## src/rtl/vjith_pkg.sv

```systemverilog
// rtl/vjith_pkg.sv - shared types and defaults for the instruction fetch buffer
//
// Purpose: fetch FSM state enum plus default queue depth and reset PC.
// Ports:   none (package).
package vjith_pkg;

  typedef enum logic [1:0] {
    RUN   = 2'd0,  // free to issue a request
    WAIT  = 2'd1,  // one request outstanding, response will be kept
    DRAIN = 2'd2   // one request outstanding, response will be dropped
  } fetch_state_e;

  localparam int unsigned VJITH_DEPTH    = 4;
  localparam logic [31:0] VJITH_RESET_PC = 32'd0;

endpackage

```

## src/rtl/vjith_ifq.sv

```systemverilog
// rtl/vjith_ifq.sv - DEPTH x W prefetch FIFO with flush, push, pop and count
//
// Purpose: registered queue holding {instruction, next word address} pairs.
// Ports:
//   clk, rst_n       clock, asynchronous active-low reset
//   flush            clear occupancy and pointers (wins over push/pop)
//   push, wdata      write one entry
//   pop              drop the head entry
//   rdata            head entry
//   count            occupancy 0..DEPTH
//   full, empty      occupancy flags
module vjith_ifq #(
  parameter int DEPTH = 4,
  parameter int W     = 64
) (
  input  logic                     clk,
  input  logic                     rst_n,
  input  logic                     flush,
  input  logic                     push,
  input  logic [W-1:0]             wdata,
  input  logic                     pop,
  output logic [W-1:0]             rdata,
  output logic [$clog2(DEPTH):0]   count,
  output logic                     full,
  output logic                     empty
);

  localparam int AW = $clog2(DEPTH);
  localparam logic [AW:0] FULL_CNT = (AW+1)'(DEPTH);

  logic [W-1:0]  mem [DEPTH];
  logic [AW-1:0] wr_ptr;
  logic [AW-1:0] rd_ptr;
  logic          do_push;
  logic          do_pop;

  assign full    = (count == FULL_CNT);
  assign empty   = (count == '0);
  assign do_pop  = pop && !empty;
  // A full queue still takes a write when the head leaves in the same cycle.
  assign do_push = push && (!full || do_pop);
  assign rdata   = mem[rd_ptr];

  // DEPTH is a power of two, so pointers wrap by plain overflow.
  always_ff @(posedge clk or negedge rst_n) begin
    if (!rst_n) begin
      wr_ptr <= '0;
      rd_ptr <= '0;
      count  <= '0;
    end else if (flush) begin
      wr_ptr <= '0;
      rd_ptr <= '0;
      count  <= '0;
    end else begin
      if (do_push) wr_ptr <= wr_ptr + 1'b1;
      if (do_pop)  rd_ptr <= rd_ptr + 1'b1;
      if (do_push && !do_pop)      count <= count + 1'b1;
      else if (do_pop && !do_push) count <= count - 1'b1;
    end
  end

  // Storage carries no reset; stale entries are unreachable once count is 0.
  always_ff @(posedge clk) begin
    if (do_push && !flush) mem[wr_ptr] <= wdata;
  end

endmodule

```

## src/rtl/vjith_ifetch_buf.sv

```systemverilog
// rtl/vjith_ifetch_buf.sv - word-addressed instruction fetch with prefetch queue
//
// Purpose: issues one-at-a-time fetches from pc, queues returned words with
// their next address, serves them to decode, and flushes on branch redirect.
// Optional macro IFETCH_BYPASS_EN: an empty queue forwards the arriving word
// to decode combinationally in the response cycle.
// Ports:
//   clk, RN                          clock, asynchronous active-low reset
//   imem_req/addr/gnt                fetch request handshake (addr = pc)
//   imem_rvalid/rdata                fetch response
//   br_en, br_target                 redirect from execute
//   id_valid/ready/ir/npc            decode handshake and head of queue
//   pc                               next fetch word address
//   q_cnt                            queue occupancy
module vjith_ifetch_buf
  import vjith_pkg::*;
#(
  parameter int          DEPTH    = VJITH_DEPTH,
  parameter logic [31:0] RESET_PC = VJITH_RESET_PC
) (
  input  logic                    clk,
  input  logic                    RN,
  output logic                    imem_req,
  output logic [31:0]             imem_addr,
  input  logic                    imem_gnt,
  input  logic                    imem_rvalid,
  input  logic [31:0]             imem_rdata,
  input  logic                    br_en,
  input  logic [31:0]             br_target,
  output logic                    id_valid,
  input  logic                    id_ready,
  output logic [31:0]             id_ir,
  output logic [31:0]             id_npc,
  output logic [31:0]             pc,
  output logic [$clog2(DEPTH):0]  q_cnt
);

  fetch_state_e state_q, state_d;
  logic [31:0]  pc_q, pc_d;
  logic [31:0]  lat_q, lat_d;

  logic         q_push, q_pop, q_full, q_empty;
  logic [63:0]  q_head;
  logic         rsp_take;

  assign pc        = pc_q;
  assign imem_addr = pc_q;
  assign imem_req  = RN && (state_q == RUN) && !q_full && !br_en;
  // Only a response to a request we still want is ever written.
  assign rsp_take  = (state_q == WAIT) && imem_rvalid && !br_en;

`ifdef IFETCH_BYPASS_EN
  logic byp;
  assign byp      = rsp_take && q_empty;
  assign id_valid = RN && !br_en && (!q_empty || byp);
  assign id_ir    = byp ? imem_rdata : q_head[63:32];
  assign id_npc   = byp ? (lat_q + 32'd1) : q_head[31:0];
  assign q_push   = rsp_take && !(byp && id_ready);
  assign q_pop    = id_valid && id_ready && !byp;
`else
  assign id_valid = RN && !br_en && !q_empty;
  assign id_ir    = q_head[63:32];
  assign id_npc   = q_head[31:0];
  assign q_push   = rsp_take;
  assign q_pop    = id_valid && id_ready;
`endif

  vjith_ifq #(
    .DEPTH (DEPTH),
    .W     (64)
  ) u_ifq (
    .clk   (clk),
    .rst_n (RN),
    .flush (br_en),
    .push  (q_push),
    .wdata ({imem_rdata, lat_q + 32'd1}),
    .pop   (q_pop),
    .rdata (q_head),
    .count (q_cnt),
    .full  (q_full),
    .empty (q_empty)
  );

  always_ff @(posedge clk or negedge RN) begin
    if (!RN) begin
      state_q <= RUN;
      pc_q    <= RESET_PC;
      lat_q   <= 32'd0;
    end else begin
      state_q <= state_d;
      pc_q    <= pc_d;
      lat_q   <= lat_d;
    end
  end

  always_comb begin
    state_d = state_q;
    pc_d    = pc_q;
    lat_d   = lat_q;
    case (state_q)
      RUN: begin
        if (imem_req && imem_gnt) begin
          pc_d    = pc_q + 32'd1;
          lat_d   = pc_q;
          state_d = WAIT;
        end
      end
      WAIT: begin
        // A response always ends WAIT; a redirect without one leaves a
        // response in flight that must be dropped later.
        if (imem_rvalid)  state_d = RUN;
        else if (br_en)   state_d = DRAIN;
      end
      DRAIN: begin
        if (imem_rvalid) state_d = RUN;
      end
      default: state_d = RUN;
    endcase
    if (br_en) pc_d = br_target;
  end

endmodule

```

## config.mk

```make
export PLATFORM = sky130hd
export DESIGN_NAME = vjith_ifetch_buf
export DESIGN_NICKNAME = d
export VERILOG_FILES = /design/src/rtl/vjith_pkg.sv /design/src/rtl/vjith_ifq.sv /design/src/rtl/vjith_ifetch_buf.sv
export SDC_FILE = /design/constraint.sdc
export NUM_CORES = 1
export LEC_CHECK = 0
export BUFFER_PORTS_ARGS = -buffer_cell sky130_fd_sc_hd__buf_2
export CAP_MARGIN = 20
export CORE_MARGIN = 2
export CORE_UTILIZATION = 45
export CTS_CLUSTER_DIAMETER = 150
export DETAILED_ROUTE_END_ITERATION = 10
export PLACE_DENSITY_LB_ADDON = 0.1
export SYNTH_ARGS = -nofsm -noshare
export SYNTH_HDL_FRONTEND = slang
export SYNTH_SLANG_ARGS = --single-unit
export TNS_END_PERCENT = 20
```

## constraint.sdc

```tcl
create_clock -name clk -period 3.05 [get_ports clk]
set_input_delay 0.1525 -clock clk [delete_from_list [all_inputs] [get_ports clk]]
set_output_delay 0.1525 -clock clk [all_outputs]
set_load 0.03 [all_outputs]
```

==> results of run 1 <==
==> cell usage in the layout, fill, tap and decap left out, types with 4 or more instances in the layout <==
cell type        n
a21oi_1          4
a31oi_1          4
and2_4           4
and3_1          16
and4_1           4
buf_2          201
buf_4           12
bufinv_16        4
clkbuf_1         6
clkbuf_16       37
clkinv_1         6
clkinv_2         6
dfrtp_1         71
dlygate4sd3_1   66
edfxtp_1       256
ha_1             6
inv_1           12
mux2i_1          5
mux4_2          64
nand2_1        144
nand3_1         34
nand4_1         11
nor2_1          22
nor3_1           7
o211ai_1         7
o21ai_0         24
o311ai_0        12
xnor2_1         26
xor2_1          14
==> cells by family (layout without fill, tap and decap cells) <==
kind of cell             Yosys count  count (layout)  synth area share
AND/OR/NAND/NOR                  276             276             0.101
buffers and inverters             79             355            0.0341
flip-flops                       329             329             0.690
AO/OA/AOI/OAI                     66              66            0.0326
XOR/XNOR                          40              40            0.0254
adder cells (fa/ha/maj)            7               7           0.00690
multiplexers                      71              71             0.110
==> final cells by class <==
class / instances / area share
clock buffers: 45 / 0.0580
clock inverters: 17 / 0.0107
multi-input cells: 460 / 0.226
well taps: 396 / 0.0295
inverters: 12 / 0.00268
repair buffers: 281 / 0.107
flip-flops and latches: 329 / 0.566
==> per-stage QoR <==
step	worst slack (ns)	instances	utilization
after detailed placement	0.625	1412	0.494
after floorplan	-0.218	868	-
final	0.527	1540	0.554
after global routing	0.372	1540	0.554
after CTS	0.427	1540	0.554
after global placement	0.678	1412	0.494
==> worst max-delay path: cells and delay by family (launching register included) <==
kind                   cells  cell delay [ns]
buffers and inverters      2             0.54
flip-flops                 1             0.74
multiplexers               1             0.57
==> worst paths after layout <==
check / startpoint / end / cells past startpoint
max: u_ifq.rd_ptr[0]$_DFFE_PN0P_ / id_npc[6] / 3
min: RN / imem_addr[7]$_DFFE_PN0P_ / 2
max reg2reg: state_q[1]$_DFFE_PN0P_ / u_ifq.mem[3][45]$_DFFE_PP_ / 3
min reg2reg: lat_q[19]$_DFFE_PN0P_ / lat_q[19]$_DFFE_PN0P_ / 2
max in group asynchronous: RN / u_ifq.rd_ptr[1]$_DFFE_PN0P_ / 3
min in group clk: br_en / imem_addr[28]$_DFFE_PN0P_ / 3
==> where the power goes <==
| part | switching, mW | internal (mW) |
|---|---|---|
| logic | 0.781 | 0.461 |
| registers | 0.273 | 5.14 |
| clock network | 1.65 | 2.59 |
| total | 2.71 | 8.19 |
==> timing repair <==
action | in CTS | in global routing
hold buffers | 66 | 0
buffers inserted | 0 | 0
hold endpoints to repair | 174 | 0
==> metal layers <==
metal,vias to the layer above,part of all wire
met1,4103,0.46
met2,238,0.47
li1,3800,-
met5,-,0
met4,0,0.017
met3,43,0.049
==> flip-flops by register name (all words and copies together), names as in the netlist <==
signal / cells
state_q: 2
imem_addr: 32
u_ifq.mem: 256
u_ifq.wr_ptr: 2
lat_q: 32
u_ifq.count: 3
u_ifq.rd_ptr: 2
==> summary.md, run 1 <==
| Metric | Value |
|---|---|
| Outcome | `finished clean` |
| Worst Skew | `between 0.007 and 0.008 ns` |
| Synth Warn # | `0` |
| Pwr Density | `648 nW/um2` |
| TritonCTS Sinks | `approximately 330` |
| Number of flops mapped to enable cells by yosys | `approximately 260` |
| Ys flop type | `edfxtp_1` |
| Final min period | `around 2.5 ns` |
| Asr flop ratio synth | `0.222` |
| Critical Path AT | `~2.4 ns` |
| H-tree Lvls | `2` |
| Initial DRC count | `between 400 and 500` |
| Rows | `64` |
| Endpoints failing setup | `0` |
| Hold Vio Cnt, Final | `0` |
| Reg area | `9520 um2` |
| Headroom to the max-slew limit | `0.300` |
| DRT Pass-1 Iters | `4` |
| Post-cts gate resize count | `0` |
| Worst min path class | `in -> async` |
| Via count of the first global-routing pass | `approximately 8,100` |
| Worst setup SP type | `flip-flop` |
| Diodes inserted | `0` |
| Synth cell count leaders | `edfxtp_1 (256), nand2_1 (144), dfrtp_1 (73)` |
| CTS clk-pin slew, worst paths | `~0.06 ns` |
| Filler cell count | `2,442` |
| IO Pins | `approximately 200` |
| Achievable frequency | `slightly below 400 MHz` |
| # DRC | `0` |
| CP peak stage delay | `0.74 ns` |
| Worst IR Drop VDD | `about 370 uV` |
| Final Power | `~11 mW` |
| Most common cell in the netlist | `edfxtp_1` |
| Setup tns final | `0 ns` |
| Area Overhead vs Synth | `22.1%` |
| Final Wtd Congestion | `0.800` |
| CP Capture Type | `output port` |
| Full die area | `32,000 um2` |
| Max cap viols | `0` |
| WL/cell | `19.3 um` |
| Synth top area cells | `edfxtp_1 (56%), dfrtp_1 (13%), mux4_2 (10%)` |
| Top cell type's share of synthesized area | `0.558` |
| Initial antenna violation count | `0` |
| Final critical-path share of the clock period | `0.827` |
| Remaining Overflow, GRT | `0` |
| Area of the multi-input gates | `about 3800 um2` |
| Port bufs | `roughly 200` |
| WHS | `roughly 0.053 ns` |
| TritonCTS Buffers | `36` |
| RSZ-0062 raised after global routing | `false` |
| Type of the worst setup path | `reg -> out` |
| Max-slew violations | `0` |
| Met1 usage | `0.267` |
| Static Leak | `about 6.3 nW` |
| Syn_nets | `945` |
| Vias per Instance | `~5.3` |
| Total Wirelength | `between 20 and 30 mm` |
| Initial Util | `0.454` |
| Final instance area | `between 15,000 and 20,000 um2` |
| GRT Total Usage | `0.187` |
| Detailed Place HPWL | `between 15 and 20 mm` |
| Met2 Use GR | `0.302` |
| First-pass GRT wire length | `roughly 46 mm` |
| Worst-margin pin slew | `between 1 and 1.5 ns` |
| Pin count of the biggest net entering global routing | `65` |
| CTS tree | `done` |
| Synth area leader | `edfxtp_1` |
| CP cell instances | `buf_12, mux4_2, buf_2` |
| Mapped Cells | `a little under 900` |
| Core Area | `just over 30,000 um2` |
| Mapped cell area | `roughly 14,000 um2` |
| Worst-Skew Late Latency | `about 0.5 ns` |
| Post-DP Area | `15,000 um2` |
| Worst path required time | `2.90 ns` |
| Worst Path Max Fanout | `31` |
| GR Util met3 | `0.0312` |
| Die H | `~180 um` |
| Unique masters post-synth | `between 50 and 60` |
| R2r setup slk | `approximately 0.7 ns` |
| Gr busiest metal | `met2` |
| Via count | `8,184` |
| CP max stage cell | `dfrtp_4` |
| #FFs+latches synth | `roughly 330` |
| Chip width | `around 180 um` |
| Root Driver | `clkbuf_16` |
| Layout cells sized above 1 | `0.309` |
| Detail Route Antenna Nets | `0` |
| Longest Clk Path Bufs | `3` |
| Post-layout net count | `1,197` |
| Sequential share of the synthesized area | `0.690` |
| Avg Inst Size Synth | `between 15 and 20 um2` |
(Power assumes the default switching activity.)
==> run 2: changes to the inputs <==
- clock period: 3.05 -> 2.1 ns (I/O delays scaled with it)
==> run 2 against run 1 <==
The run now ends with negative setup slack left. Hold slack better by 0.079 ns. Critical path depth up 1. Via count up 1.9%. Wire length up 1.1%. Critical path type unchanged. Largest power group unchanged. Highest routed layer unchanged.
==> summary.md, run 2 (synthesis gave the netlist of run 1 again) <==
| Metric | Value |
|---|---|
| Final critical-path share of the clock period | `1.01` |
| Vias per Instance | `5.19` |
| Worst Skew | `0.0120 ns` |
| TritonCTS Buffers | `36` |
| Final min period | `between 2 and 2.5 ns` |
| TritonCTS Sinks | `around 330` |
| Rows | `64` |
| Sw Pwr | `between 3 and 4 mW` |
| Initial Util | `0.454` |
| Max cap viols | `0` |
| Internal | `12.0 mW` |
| Worst-Skew Late Latency | `approximately 0.5 ns` |
| CTS tree | `done` |
| Worst IR Drop VDD | `approximately 450 uV` |
| Pin count of the biggest net entering global routing | `39` |
| Worst min path class | `in -> reg` |
| Detail Route Antenna Nets | `0` |
| Via count | `roughly 8,300` |
| Via count of the first global-routing pass | `between 8,000 and 9,000` |
| CP Capture Type | `output port` |
| Failing checks | `negative setup slack` |
| Root Driver | `clkbuf_16` |
| Most frequent CP cell | `buf_12` |
| Full die area | `roughly 32,000 um2` |
| Hold Vio Cnt, Final | `0` |
| Max reg flops | `about 260` |
| CP cell instances | `buf_12, buf_12, mux4_2, buf_4` |
| RSZ-0062 raised after global routing | `true` |
| Critical Path AT | `between 2 and 2.5 ns` |
| Area of the multi-input gates | `~3800 um2` |
| Worst Path Max Fanout | `13` |
| CTS clk-pin slew, worst paths | `about 0.06 ns` |
| # DRC | `0` |
| Filler cell count | `~2,400` |
| Total Wirelength | `roughly 30 mm` |
| CP max stage cell | `mux4_2` |
| Max-slew violations | `0` |
| Worst path required time | `2.00 ns` |
| WL/cell | `18.7 um` |
| Initial antenna violation count | `0` |
| Fraction of power consumed by sequential logic | `0.482` |
| Clock group share of total power | `0.381` |
| Type of the worst setup path | `reg -> out` |
| IO Pins | `a little over 200` |
| H-tree Lvls | `2` |
| WHS | `between 0.1 and 0.15 ns` |
| Area Overhead vs Synth | `27.9%` |
| Initial DRC count | `about 540` |
| Switching share of total power | `0.250` |
| Static Leak | `6.69 nW` |
| Worst setup SP type | `flip-flop` |
| Outcome | `finished with violations` |
| CP peak stage delay | `0.58 ns` |
| Die H | `179 um` |
| Core Area | `around 30,000 um2` |
| Diodes inserted | `0` |
| Biggest register | `u_ifq.mem` |
| Detailed Place HPWL | `19.9 mm` |
| Chip width | `179 um` |
| Placed cells | `around 1,500` |
| Achievable frequency | `472 MHz` |
| Port bufs | `about 200` |
| Final non-filler cell total | `approximately 1,600` |
| Endpoints failing setup | `2` |
| First-pass GRT wire length | `between 40 and 50 mm` |
| Headroom to the max-slew limit | `0.627` |
| Final Wtd Congestion | `a little over 0.8` |
| Remaining Overflow, GRT | `0` |
| Longest Clk Path Bufs | `3` |
| Layout cells sized above 1 | `0.353` |
| Commonest non-fill, non-tap cells in the layout | `edfxtp_1 (256), buf_2 (184), nand2_1 (143), dfrtp_1 (68), buf_4 (67)` |
| Commonest non-fill, non-tap cell in the layout | `edfxtp_1` |
| Post-layout net count | `~1,300` |
| Reg area | `about 9500 um2` |
| DRT Pass-1 Iters | `5` |
| Final worst slack | `-0.0208 ns` |
| GRT Total Usage | `0.191` |
| Pwr Density | `908 nW/um2` |
| Logic pwr share | `0.137` |
| Worst-margin pin slew | `~0.56 ns` |
[run 2: changes by cell type in the layout (fill, tap and decap cells not counted), moves of 3 or more]
cell      change
buf_4        +55
buf_2        -17
buf_12       +13
buf_6        +12
clkbuf_1      +4
dfrtp_1       -3
dfrtp_2       +3
[run 2: metal layers]
| metal | routed length [um] | vias up | part of all wire | GRT usage |
|---|---|---|---|---|
| met1 | 13700 | 4136 | 0.46 | 0.274 |
| met3 | 1650 | 39 | 0.055 | 0.0331 |
| met2 | 14200 | 233 | 0.47 | 0.303 |
| li1 | - | 3935 | - | - |
| met5 | 0 | - | 0 | 0 |
| met4 | 523 | 0 | 0.017 | 0.0495 |
[run 2: worst paths after layout]
path | from | to | slack, ns | cells after the start
max | u_ifq.rd_ptr[0]$_DFFE_PN0P_ | id_npc[17] | -0.02 | 4
max reg2reg | u_ifq.count[1]$_DFFE_PN0P_ | u_ifq.count[2]$_DFFE_PN0P_ | 0.01 | 8
min reg2reg | lat_q[19]$_DFFE_PN0P_ | lat_q[19]$_DFFE_PN0P_ | 0.52 | 2
min | br_en | imem_addr[28]$_DFFE_PN0P_ | 0.13 | 4
min in group asynchronous | RN | imem_addr[12]$_DFFE_PN0P_ | 0.27 | 3
max in group asynchronous | RN | u_ifq.rd_ptr[0]$_DFFE_PN0P_ | 1.47 | 3
[run 2: what timing repair did]
action                     in CTS  in global routing
hold buffers                   66                  0
hold endpoints to repair      235                  0
gates resized for setup        31                  5
gates cloned                    0                  0
pin swaps                       3                  3
setup buffers                   5                  2
setup endpoints to repair      61                 80
[run 2: power groups by stage]
stage | clock (mW) | combinational (mW) | sequential, mW
3_3_place_gp | 0 | 2.04 | 7.85
4_1_cts | 6.25 | 2.21 | 7.72
6_report | 6.10 | 2.20 | 7.72
3_5_place_dp | 0 | 2.06 | 7.86
5_1_grt | 6.53 | 2.39 | 7.76
2_1_floorplan | 0 | 1.15 | 7.99
[run 2: layout make-up]
class | instances | area share
repair buffers | 346 | 0.146
clock inverters | 16 | 0.00937
flip-flops and latches | 329 | 0.540
inverters | 12 | 0.00256
clock buffers | 48 | 0.0561
well taps | 396 | 0.0281
multi-input cells | 460 | 0.217
[run 2: worst max-delay path: cells and delay by family (launching register included)]
kind / cells / cell delay (ns)
muxes: 1 / 0.58
buffers and inverters: 3 / 0.51
DFF: 1 / 0.42
[run 2: metrics by stage]
step | total power [mW] | util | worst slack, ns | setup TNS [ns] | cell area (um2)
final | 16.0 | 0.581 | -0.0208 | -0.0227 | 17600
after global routing | 16.7 | 0.581 | -0.0756 | -2.32 | 17600
after CTS | 16.2 | 0.580 | -0.0392 | -0.288 | 17600
after detailed placement | 9.92 | 0.515 | -0.00705 | -0.00705 | 15600
after global placement | 9.89 | 0.515 | -0.00337 | -0.00337 | 15600
after floorplan | 9.14 | - | -0.0783 | -0.152 | 13800
==> run 3: changes to the inputs <==
- PLACE_DENSITY_LB_ADDON: 0.1 -> 0.05
==> run 3 against run 2 <==
The run still ends with negative setup slack left. Utilization is 1.2 points higher. Worst setup slack better by 0.016 ns. Cell count rose by 0.87%. Power shrank 0.74%. Hold slack worse by 0.057 ns. Flip-flop and latch count unchanged. First-iteration DRC count shrank 13%. Wire length grew 3.8%. Critical path depth unchanged. Sequential share of layout area down 1.1 points. Clock skew is 0.0074 ns higher.
==> summary.md, run 3 (synthesis gave the netlist of run 1 again) <==
| Metric | Value |
|---|---|
| Outcome | `finished with violations` |
| Failing checks | `negative setup slack` |
| Filler cell count | `approximately 2,500` |
| Total Wirelength | `about 31 mm` |
| CTS clk-pin slew, worst paths | `about 0.06 ns` |
| Final Core Density | `0.593` |
| Worst min path class | `in -> async` |
| R2R cell count | `8` |
| Die H | `approximately 180 um` |
| Layout cells sized above 1 | `0.359` |
| GRT Total Usage | `0.196` |
| WL/cell | `19.3 um` |
| Diodes inserted | `0` |
| Final critical-path share of the clock period | `1.00` |
| Hold Vio Cnt, Final | `0` |
| Worst IR Drop VDD | `a little over 500 uV` |
| Initial Util | `0.454` |
| Post-layout net count | `~1,300` |
| Port bufs | `approximately 200` |
| Area of the multi-input gates | `3830 um2` |
| Rows | `between 60 and 70` |
| First-pass GRT wire length | `47.8 mm` |
| Headroom to the max-slew limit | `0.623` |
| Achievable frequency | `475 MHz` |
| Worst-Skew Late Latency | `~0.52 ns` |
| Max cap viols | `0` |
| Via count of the first global-routing pass | `8,588` |
| Critical Path AT | `about 2 ns` |
| # DRC | `0` |
| Final worst slack | `-0.00512 ns` |
| TritonCTS Sinks | `approximately 330` |
| Full die area | `between 30,000 and 40,000 um2` |
| Pin count of the biggest net entering global routing | `51` |
| Final min period | `~2.1 ns` |
| Placed cells | `around 1,500` |
| Biggest register | `u_ifq.mem` |
| Chip width | `roughly 180 um` |
| CP Capture Type | `output port` |
| Longest Clk Path Bufs | `3` |
| Type of the worst setup path | `reg -> out` |
| Detailed Place HPWL | `between 15 and 20 mm` |
| Worst-margin pin slew | `0.562 ns` |
| Endpoints failing setup | `2` |
| Worst Path Max Fanout | `7` |
| Commonest non-fill, non-tap cells in the layout | `edfxtp_1 (256), buf_2 (152), nand2_1 (143), dfrtp_1 (68), buf_4 (68)` |
| Via count | `about 8,500` |
| RSZ-0062 raised after global routing | `true` |
| Pwr Density | `883 nW/um2` |
| H-tree Lvls | `2` |
| Core Area | `30,300 um2` |
| Area Overhead vs Synth | `30.6%` |
| Final non-filler cell total | `~1,600` |
| Initial DRC count | `about 470` |
| Static Leak | `6.82 nW` |
| Root Driver | `clkbuf_16` |
| Initial antenna violation count | `0` |
| Detail Route Antenna Nets | `0` |
| Setup WS pre-CTS | `-0.0104 ns` |
| Reg area | `9530 um2` |
| Max-slew violations | `0` |
| Vias per Instance | `5.25` |
| TritonCTS Buffers | `36` |
| DRT Pass-1 Iters | `4` |
| Commonest non-fill, non-tap cell in the layout | `edfxtp_1` |
| Remaining Overflow, GRT | `0` |
| IO Pins | `~200` |
| Final Wtd Congestion | `0.808` |
| Worst Skew | `slightly below 0.02 ns` |
| CTS tree | `done` |
| Max reg flops | `roughly 260` |
| Worst path required time | `approximately 2 ns` |
| Worst setup SP type | `flip-flop` |
## run 3: power by group
part           switching [mW]  internal (mW)
Clock                    2.44           3.39
Combinational            1.39          0.970
Sequential              0.235           7.47
## run 3: path summary, 6_finish.rpt
kind	end	slack [ns]	from
max in group asynchronous	u_ifq.count[0]$_DFFE_PN0P_	1.50	RN
hold / removal	imem_addr[29]$_DFFE_PN0P_	0.08	RN
hold reg to reg	lat_q[4]$_DFFE_PN0P_	0.52	lat_q[4]$_DFFE_PN0P_
setup reg to reg	u_ifq.count[2]$_DFFE_PN0P_	0.01	u_ifq.count[1]$_DFFE_PN0P_
setup / recovery	id_npc[13]	-0.005	u_ifq.rd_ptr[0]$_DFFE_PN0P_
min in group clk	imem_addr[30]$_DFFE_PN0P_	0.16	imem_gnt
## run 3: cell type report
cell class,instances,area share
Timing Repair Buffer,359,0.167
Sequential cell,329,0.529
Multi-Input combinational cell,460,0.213
Tap cell,396,0.0275
Clock inverter,14,0.00660
Clock buffer,51,0.0543
Inverter,12,0.00250
## run 3: critical path: stages, from the launching register on
cell and delay (ns):
dfrtp_4 0.46, buf_12 0.16, buf_16 0.15, mux4_2 0.56, buf_6 0.17
## run 3: what timing repair did
item	in CTS	in global routing
endpoints found under the hold margin	238	0
setup endpoints to repair	54	75
hold buffers	67	0
gates cloned	3	2
buffers inserted	4	1
gates resized for setup	100	11
pin swaps	3	2
## run 3: stage by stage
step	TNS [ns]	area (um2)	hold slack (ns)	power [mW]
floorplan	-0.152	13800	-0.191	9.14
global placement	0	15700	0.0839	9.93
detailed placement	-0.0104	15700	0.0869	9.95
CTS	-1.73	17900	0.0843	16.1
global route	-2.50	18000	0.0863	16.6
finish	-0.00755	18000	0.0752	15.9
## run 3: per-layer routing
metal	global-route usage	routed length (um)	vias to the layer above	share of wire
met5	0	0	-	0
met4	0.0505	539	0	0.017
met3	0.0337	1470	39	0.047
met2	0.321	14900	220	0.48
met1	0.274	14300	4291	0.46
li1	-	-	3966	-
